==> src/rtl/msu_pkg.sv <==
// Shared types for the MSU-1 audio FIFO refill controller.
package msu_pkg;

    localparam int MSU_BURST_LEN_W = 9;

    typedef enum logic [2:0] {
        ST_IDLE,
        ST_FLUSH_HI,
        ST_FLUSH_LO,
        ST_WAIT,
        ST_REQ,
        ST_XFER,
        ST_END
    } msu_state_e;

endpackage

==> src/rtl/msu_flush_timer.sv <==
// Down-counter timing one flush phase; reload on i_load, o_done when it reaches zero.
module msu_flush_timer #(
    parameter int FLUSH_CYC = 8
) (
    input  logic i_clk,
    input  logic i_rst,
    input  logic i_load,
    output logic o_done
);

    localparam int CNT_W = (FLUSH_CYC > 1) ? $clog2(FLUSH_CYC) : 1;

    logic [CNT_W-1:0] r_cnt;

    always_ff @(posedge i_clk) begin
        if (i_rst) begin
            r_cnt <= '0;
        end else if (i_load) begin
            r_cnt <= CNT_W'(FLUSH_CYC - 1);
        end else if (r_cnt != '0) begin
            r_cnt <= r_cnt - CNT_W'(1);
        end
    end

    assign o_done = (r_cnt == '0);

endmodule

==> src/rtl/msu_audio_fill_ctrl.sv <==
// MSU-1 audio FIFO refill sequencer: watermark-driven burst reads, flush on track start,
// loop-point wrap, track end and play/pause gating.
module msu_audio_fill_ctrl
    import msu_pkg::*;
#(
    parameter int ADDR_W    = 30,
    parameter int DATA_W    = 32,
    parameter int DEPTH     = 10,
    parameter int BURST     = 64,
    parameter int LOW_WATER = 512,
    parameter int FLUSH_CYC = 8
) (
    input  logic                       clk_sys,
    input  logic                       reset,
    input  logic                       play,
    // "repeat" is a reserved word, hence the suffix
    input  logic                       repeat_en,
    input  logic                       track_start,
    input  logic [ADDR_W-1:0]          start_addr,
    input  logic [ADDR_W-1:0]          loop_addr,
    input  logic [ADDR_W-1:0]          end_addr,
    input  logic [DEPTH-1:0]           fifo_wrusedw,
    input  logic                       fifo_wrfull,
    output logic                       fifo_clr,
    output logic                       fifo_wrreq,
    output logic [DATA_W-1:0]          fifo_data,
    output logic                       mem_req,
    output logic [ADDR_W-1:0]          mem_addr,
    output logic [MSU_BURST_LEN_W-1:0] mem_len,
    input  logic                       mem_ack,
    input  logic                       mem_valid,
    input  logic [DATA_W-1:0]          mem_data,
    output logic                       playing,
    output logic                       track_end,
    output logic                       overflow
);

    localparam int LEN_W = MSU_BURST_LEN_W;
    localparam logic [LEN_W-1:0] BURST_C = LEN_W'(BURST);
    localparam logic [DEPTH:0]   LW_C    = (DEPTH + 1)'(LOW_WATER);

    // Words left to end_addr inclusive, saturated at one burst; span = end - cur.
    function automatic logic [LEN_W-1:0] f_burst_len(input logic [ADDR_W-1:0] span);
        if (span >= ADDR_W'(BURST - 1)) begin
            return BURST_C;
        end
        return LEN_W'(span) + LEN_W'(1);
    endfunction

    msu_state_e        r_state;
    logic [ADDR_W-1:0] r_start;
    logic [ADDR_W-1:0] r_loop;
    logic [ADDR_W-1:0] r_end;
    logic [ADDR_W-1:0] r_cur;
    logic [LEN_W-1:0]  r_remaining;
    logic              r_restart_pend;

    logic              w_tmr_done;
    logic              w_tmr_load;
    logic              w_restart_now;
    logic              w_pend;
    logic              w_xfer_last;
    logic              w_flush_go;
    logic              w_fill_need;
    logic [ADDR_W-1:0] w_span;

    // A restart arriving while a burst is in flight waits until the burst drains.
    assign w_restart_now = track_start && (r_state != ST_REQ) && (r_state != ST_XFER);
    assign w_pend        = r_restart_pend | track_start;
    assign w_xfer_last   = (r_state == ST_XFER) && mem_valid && (r_remaining == LEN_W'(1));
    assign w_flush_go    = w_restart_now | (w_xfer_last & w_pend);
    assign w_tmr_load    = w_flush_go | ((r_state == ST_FLUSH_HI) & w_tmr_done);
    assign w_fill_need   = play && ({1'b0, fifo_wrusedw} < LW_C);
    assign w_span        = r_end - r_cur;

    msu_flush_timer #(
        .FLUSH_CYC (FLUSH_CYC)
    ) u_flush_timer (
        .i_clk  (clk_sys),
        .i_rst  (reset),
        .i_load (w_tmr_load),
        .o_done (w_tmr_done)
    );

    always_ff @(posedge clk_sys) begin
        if (reset) begin
            r_state        <= ST_IDLE;
            r_start        <= '0;
            r_loop         <= '0;
            r_end          <= '0;
            r_cur          <= '0;
            r_remaining    <= '0;
            r_restart_pend <= 1'b0;
            fifo_clr       <= 1'b0;
            fifo_wrreq     <= 1'b0;
            fifo_data      <= '0;
            mem_req        <= 1'b0;
            mem_addr       <= '0;
            mem_len        <= '0;
            playing        <= 1'b0;
            track_end      <= 1'b0;
            overflow       <= 1'b0;
        end else begin
            fifo_wrreq <= 1'b0;

            if (track_start) begin
                r_start   <= start_addr;
                r_loop    <= loop_addr;
                r_end     <= end_addr;
                overflow  <= 1'b0;
                track_end <= 1'b0;
            end

            if (w_flush_go) begin
                r_state        <= ST_FLUSH_HI;
                r_cur          <= w_restart_now ? start_addr : r_start;
                r_restart_pend <= 1'b0;
                fifo_clr       <= 1'b1;
                mem_req        <= 1'b0;
                playing        <= 1'b1;
            end else begin
                case (r_state)
                    ST_FLUSH_HI: begin
                        if (w_tmr_done) begin
                            fifo_clr <= 1'b0;
                            r_state  <= ST_FLUSH_LO;
                        end
                    end
                    ST_FLUSH_LO: begin
                        if (w_tmr_done) begin
                            r_state <= ST_WAIT;
                        end
                    end
                    ST_WAIT: begin
                        if (w_fill_need) begin
                            mem_req  <= 1'b1;
                            mem_addr <= r_cur;
                            mem_len  <= f_burst_len(w_span);
                            r_state  <= ST_REQ;
                        end
                    end
                    ST_REQ: begin
                        if (track_start) begin
                            r_restart_pend <= 1'b1;
                        end
                        if (mem_ack) begin
                            mem_req     <= 1'b0;
                            r_remaining <= mem_len;
                            r_state     <= ST_XFER;
                        end
                    end
                    ST_XFER: begin
                        if (track_start) begin
                            r_restart_pend <= 1'b1;
                        end
                        if (mem_valid) begin
                            r_cur       <= r_cur + ADDR_W'(1);
                            r_remaining <= r_remaining - LEN_W'(1);
                            // Words of a burst being drained for a restart are discarded.
                            if (!w_pend) begin
                                if (fifo_wrfull) begin
                                    overflow <= 1'b1;
                                end else begin
                                    fifo_wrreq <= 1'b1;
                                    fifo_data  <= mem_data;
                                end
                            end
                            if (w_xfer_last) begin
                                if (r_cur == r_end) begin
                                    if (repeat_en) begin
                                        r_cur   <= r_loop;
                                        r_state <= ST_WAIT;
                                    end else begin
                                        playing   <= 1'b0;
                                        track_end <= 1'b1;
                                        r_state   <= ST_END;
                                    end
                                end else begin
                                    r_state <= ST_WAIT;
                                end
                            end
                        end
                    end
                    default: begin
                    end
                endcase
            end
        end
    end

endmodule

==> config.mk <==
export PLATFORM = sky130hd
export DESIGN_NAME = msu_audio_fill_ctrl
export DESIGN_NICKNAME = d
export VERILOG_FILES = /design/src/rtl/msu_pkg.sv /design/src/rtl/msu_flush_timer.sv /design/src/rtl/msu_audio_fill_ctrl.sv
export SDC_FILE = /design/constraint.sdc
export NUM_CORES = 1
export LEC_CHECK = 0
export ABC_AREA = 0
export BUFFER_PORTS_ARGS = -buffer_cell sky130_fd_sc_hd__clkbuf_2
export CELL_PAD_IN_SITES_DETAIL_PLACEMENT = 0
export CELL_PAD_IN_SITES_GLOBAL_PLACEMENT = 1
export CORE_MARGIN = 5
export CORE_UTILIZATION = 44
export CTS_BUF_LIST = sky130_fd_sc_hd__clkbuf_16
export DETAILED_ROUTE_END_ITERATION = 8
export GPL_ROUTABILITY_DRIVEN = 0
export PLACE_DENSITY_LB_ADDON = 0.1
export SETUP_SLACK_MARGIN = 0.3
export SYNTH_ARGS = -nofsm -noshare
export SYNTH_HDL_FRONTEND = slang
export SYNTH_SLANG_ARGS = --single-unit
==> constraint.sdc <==
create_clock -name clk_sys -period 7.5 [get_ports clk_sys]
set_input_delay 1.125 -clock clk_sys [delete_from_list [all_inputs] [get_ports clk_sys]]
set_output_delay 1.125 -clock clk_sys [all_outputs]
set_load 0.02 [all_outputs]
Yosys cells after proc, flatten, opt, wreduce, memory -nomap -nowiden
Cells that the tools add are included.
Widths: inputs -> output; s select.
{ "classes": {"addsub": 5, "multipliers": 0, "n_div": 0, "order_cmp": 2, "eq_ne": 22, "shifts": 0, "muxes": 55, "n_bitwise": 10, "n_reduce_logical": 31} }
{ "op_table": {"columns": ["cell", "n"], "rows": [
  ["$mux 30", 7],
  ["$mux 9", 4],
  ["$mux 1", 31],
  ["$add 30x1->30 const B", 1],
  ["$eq 30x30->1", 1],
  ["$ge 30x6->1 const B", 1],
  ["$mux 3", 10],
  ["$sub 30x30->30", 1],
  ["$ne 3x3->1 const B", 8],
  ["$pmux 9 s2", 1],
  ["$reduce_bool 2->1", 9],
  ["$pmux 3 s5", 1],
  ["$reduce_and 7->1", 2],
  ["$ne 2x2->1 const B", 6],
  ["$lt 10x10->1 const B", 1],
  ["$reduce_and 5->1", 2],
  ["$add 9x1->9 const B", 1],
  ["$eq 9x1->1 const B", 1],
  ["$sub 9x1->9 const B", 1],
  ["$eq 3x2->1 const B", 2],
  ["$eq 3x3->1 const B", 2],
  ["$reduce_and 2->1", 3],
  ["$reduce_and 3->1", 2],
  ["$reduce_bool 6->1", 1],
  ["14 further kinds", 26]
]} }
{ "totals": {"ff_bits": 213, "latchBits": 0, "ram_bits": 0, "romBits": 0, "inputBits": 140, "out_inout_bits": 77, "elab_cells": 143, "n_memories": 0} }

Longest topological paths before layout
{ "logic_depth": {"word_depth": 8, "mapped_depth": 14, "ltp_nobuf": 13} }

Cells and area by module
A second synthesis with hierarchy kept.
{ "unflattened": {"cells_unflattened": 1449, "area_unflattened_um2": 11390.9} }
{ "by_module_without_submodules": {"columns": ["module", "n_inst", "cells_per_inst", "area_each_um2", "seq_area_each_um2"], "rows": [
  ["msu_audio_fill_ctrl", 1, 1431, 11222.0, 4204.0],
  ["msu_flush_timer", 1, 18, 168.9, 60.1]
]} }

Worst setup path after synthesis
OpenSTA, ideal clock, no wires.
{ "synth_path": {"kind": "input to register", "from": "input port fifo_wrusedw[9]", "to": "register mem_len[6]", "setup_ns": 0.115, "arrival_ns": 3.301, "t_required_ns": 7.385, "slack_ns": 4.084, "stages": 10, "n_path_buf": 2, "cell_sequence": "nand3b_1 or3_1 clkbuf_1 nor3_1 nor4bb_1 nor4b_1 nand4_1 or4_1 buf_2 o21a_1"} }
{ "synth_between": {"elab_chain_cells": 3} }
{ "synth_rtl": {"columns": ["element", "line", "source"], "rows": [
  ["from (decl)", "msu_audio_fill_ctrl.sv:22", "input logic [DEPTH-1:0] fifo_wrusedw,"],
  ["$lt 10x10->1", "msu_audio_fill_ctrl.sv:73", "assign w_fill_need = play && ({1'b0, fifo_wrusedw} < LW_C);"],
  ["$logic_and 1x1->1", "msu_audio_fill_ctrl.sv:73", null],
  ["$reduce_and 3->1 (no line)", null, null],
  ["to (signal assigned)", "msu_audio_fill_ctrl.sv:138", "mem_len <= f_burst_len(w_span);"],
  ["to (decl)", "msu_audio_fill_ctrl.sv:29", "output logic [MSU_BURST_LEN_W-1:0] mem_len,"]
]} }
No other way between the ends.
A chain may end at the register's enable or synchronous reset.

Final worst setup path
{ "layout_path": {"from": "register r_cur[0]", "to": "register mem_len[6]"} }
{ "layout_between": {"elab_chain_cells": 8, "word_cells_on_any_way": 9, "cone_classes": "2 x add/sub; 1 x order compare; 6 x mux"} }
{ "layout_rtl": {"columns": ["element", "line", "source"], "rows": [
  ["from (decl)", "msu_audio_fill_ctrl.sv:54", "logic [ADDR_W-1:0] r_cur;"],
  ["from (signal assigned)", "msu_audio_fill_ctrl.sv:116", "r_cur <= w_restart_now ? start_addr : r_start;"],
  ["from (signal assigned)", "msu_audio_fill_ctrl.sv:157", "r_cur <= r_cur + ADDR_W'(1);"],
  ["from (signal assigned)", "msu_audio_fill_ctrl.sv:171", "r_cur <= r_loop;"],
  ["$sub 30x30->30 *", "msu_audio_fill_ctrl.sv:74", "assign w_span = r_end - r_cur;"],
  ["$ge 30x6->1", "msu_audio_fill_ctrl.sv:44", "if (span >= ADDR_W'(BURST - 1)) begin"],
  ["$mux 1", "msu_audio_fill_ctrl.sv:44", null],
  ["$mux 1", "msu_audio_fill_ctrl.sv:135", "if (w_fill_need) begin"],
  ["$mux 1", "msu_audio_fill_ctrl.sv:122", "case (r_state)"],
  ["$mux 1", "msu_audio_fill_ctrl.sv:114", "if (w_flush_go) begin"],
  ["$mux 1", "msu_audio_fill_ctrl.sv:86", "if (reset) begin"],
  ["$mux 9 *", "msu_audio_fill_ctrl.sv:47", "return LEN_W'(span) + LEN_W'(1);"]
]} }
Mark *: on every way between the ends. The rest lies on a longest branch, timed or not. The select of a mux whose other input is x is not followed.

==> flow_summary.toml <==
[outcome]
status = "finished, final reports clean"

[yosys]
synth_seq_area_share_pct = 38.0
ys.flop_type = "dfxtp_1"
synthArstFlopShare_pct = 0
syn_avg_cell_area_um2 = 7.86
yosysWarnings = 0
netlist_area_um2 = 11200
ys_seq_elements = 213
netlist-cell-type-count = 75
syn_nets = 1604
synth_edf_count = 0
synthCells = 1426

[clock_tree]
clock-sinks = 213
cts_resized = 0
cts_tree = "yes"
cts_hold_buf = 0
clk_latency_ps = 540
cts.path.max_buffers = 3
numCtsBuffers = 25
htree_levels = 1
post_cts_buffers = 0
cts_root_buf = "clkbuf_16"
clk_pin_slew_ps = 60

[power_and_ir_drop]
leakage_nw = 5.49
power_density_nw_per_um2 = 215
ir_drop_v = 0.000136

[worst_setup_path]
worstSetupEndpoint = "mem_len[6]"
cp.required_ps = 7930
end_kind = "flip-flop"
r2r_start = "r_cur[0]"
cp_max_fo = 7
reg2reg_to = "mem_len[6]"
r2r_slack_ps = 3550
crit_type = "reg2reg"
critPathLaunch = "r_cur[0]"
start_kind = "flip-flop"
reg2regPathDepth = 12
crit_arrival_ps = 4380

[route]
dr_total_vias = 10664
ant_nets = 0
vias_per_cell = 5.53
drt-total-wl_um = 35000
wire_per_inst_um = 18.2
dr.first_iter.drc_count = 726
drtPass1Iterations = 4
drcViolationCount = 0

[final_layout]
area_delta_synth_final_pct = 17.5
nets = 1757
drive_gt1_share_pct = 17.6
post-route-util_pct = 52.4
fillers = 2570
fin_area_um2 = 13200

[sta]
fin_tns_setup_ps = 0
finalHoldViolCount = 0
slew_headroom_pct = 25.7
rsz0062_at_grt = "no"
setup_violations = 0
finClkSkew_ps = 12.2
period_share_pct = 52.6
finalMaxSlewViolations = 0
min_period_ps = 3950
max_freq_ghz = 0.253
fin_ws_ps = 3550
worst_slew_pin_slew_ps = 1110

[grt]
antenna_found_initial = 2
grt_start_max_net_pins = 80
grt_pass1_wl_um = 54100
grt_overflow = 0
grt_use_total_pct = 23.2
grt_pass1_vias = 9767

[placement]
place_ws_ps = 3090
dp_hpwl_um = 25400
portBuffers = 207
place_area_um2 = 12400

[floorplan]
die_w_um = 170
start_util_pct = 44.6
io_pins = 217
die_h_um = 170
core_um2 = 25100
dieArea_um2 = 28800
rows = 58

[run]
drv_cap = 0

[worst_hold_path]
hold_class = "reg2reg"
worst min-delay path by stage:
| stage | from | endpoint | slack [ps] | depth (start not counted) |
|---|---|---|---|---|
| after global routing | fifo_data[17] | fifo_data[17] | 470 | 2 |
| after floorplan | r_cur[13] | mem_addr[13] | 440 | 2 |
| after global placement | fifo_data[18] | fifo_data[18] | 440 | 2 |
| after CTS | mem_addr[28] | mem_addr[28] | 450 | 2 |
| after detailed placement | mem_addr[28] | mem_addr[28] | 450 | 2 |
| final | fifo_data[27] | fifo_data[27] | 450 | 2 |
metal layers:
metal | wire length (µm) | GRT usage, % | share of wire [%] | vias to the layer above
li1 | - | - | - | 5344
met1 | 16100 | 32.3 | 46 | 4972
met2 | 16000 | 37.0 | 46 | 301
met3 | 2040 | 3.66 | 5.8 | 47
met4 | 926 | 7.14 | 2.6 | 0
met5 | 0 | 0 | 0 | -
Yosys cell counts (6+ instances only):
master | number | area [µm²]
buf_2 | 13 | 65.1
nor4_1 | 11 | 68.8
nand4_1 | 13 | 81.3
and3_1 | 6 | 37.5
o21a_1 | 10 | 75.1
nand2_1 | 221 | 830
o22ai_1 | 14 | 87.6
a21oi_1 | 145 | 726
xnor2_1 | 21 | 184
clkbuf_1 | 70 | 263
o211ai_1 | 21 | 158
a31oi_1 | 12 | 75.1
a311oi_1 | 6 | 52.6
inv_1 | 43 | 161
a221o_1 | 7 | 70.1
o21ai_1 | 8 | 40.0
a22oi_1 | 6 | 45.0
nand3_1 | 30 | 150
o21ai_0 | 58 | 290
nor3_1 | 34 | 170
dfxtp_1 | 213 | 4260
ha_1 | 37 | 463
buf_1 | 10 | 37.5
nor2_1 | 186 | 698
a211oi_1 | 24 | 180
xor2_1 | 11 | 96.3
and2_1 | 6 | 37.5
mux2i_1 | 96 | 961
cell usage in the layout, fill, tap and decap left out, types with 5 or more instances in the layout:
| cell type | instances |
|---|---|
| a211oi_1 | 24 |
| nand2_1 | 221 |
| nand4_1 | 13 |
| nand3_1 | 30 |
| a311oi_1 | 6 |
| a21oi_1 | 145 |
| xnor2_1 | 21 |
| o22ai_1 | 14 |
| inv_1 | 47 |
| and3_1 | 6 |
| a22oi_1 | 6 |
| nand2b_1 | 5 |
| mux2i_1 | 96 |
| ha_1 | 37 |
| clkbuf_2 | 205 |
| xor2_1 | 11 |
| nor4_1 | 10 |
| o21ai_1 | 8 |
| dfxtp_1 | 213 |
| or3_1 | 5 |
| o21a_1 | 10 |
| nor2b_1 | 5 |
| o211ai_1 | 21 |
| clkinv_2 | 8 |
| clkbuf_16 | 25 |
| nor2_1 | 186 |
| nand4b_1 | 5 |
| buf_4 | 14 |
| nor3_1 | 33 |
| a31oi_1 | 12 |
| a221o_1 | 7 |
| o21ai_0 | 58 |
| and2_1 | 6 |
area by class of cell:
type	instances	area, µm²	share of cell area [%]
sequential	213	4260	32.4
antenna	2	5.00	0.0380
inverter	44	165	1.25
multi-input combinational	1075	6420	48.7
clock inverter	20	136	1.04
tap	330	413	3.14
clock buffer	25	626	4.75
timing repair buffer	220	1140	8.67
metrics by stage:
stage               hold WS [ps]  power (W)  cells
finish                       452    0.00283   1929
global route                 471    0.00296   1929
CTS                          454    0.00285   1927
detailed placement           446    0.00171   1882
global placement             441    0.00171   1882
floorplan                    445    0.00157   1426
kinds of logic after synthesis:
group                    share of synthesized area (%)
buffers and inverters                             4.80
adder cells (fa/ha/maj)                           4.31
AND/OR/NAND/NOR                                   21.7
multiplexers                                      8.77
flip-flops                                        38.0
XOR/XNOR                                          2.50
AO/OA/AOI/OAI                                     19.9
state kept, by name (all words and copies together), names as in the netlist, 9 cells and up:
| signal | cells |
|---|---|
| mem_addr | 30 |
| r_cur | 30 |
| r_end | 30 |
| mem_len | 9 |
| r_loop | 30 |
| r_start | 30 |
| fifo_data | 32 |
| r_remaining | 9 |
power by group:
| group | internal, W | leakage (nW) | switching, W |
|---|---|---|---|
| clock | 0.000644 | 0.395 | 0.000492 |
| sequential | 0.00118 | 1.74 | 0.0000439 |
| combinational | 0.000196 | 3.35 | 0.000279 |
worst max-delay path: stages, from the launching register on:
cell and delay, ps:
dfxtp_1 560, ha_1 260, inv_1 60, fa_1 400, a21o_1 220, a221oi_4 350
o211a_4 250, xor2_1 220, o311ai_1 190, nor4b_1 320, nand4_1 120, or4_1 680
o21a_1 240
Power figures use the tool's default switching activity.
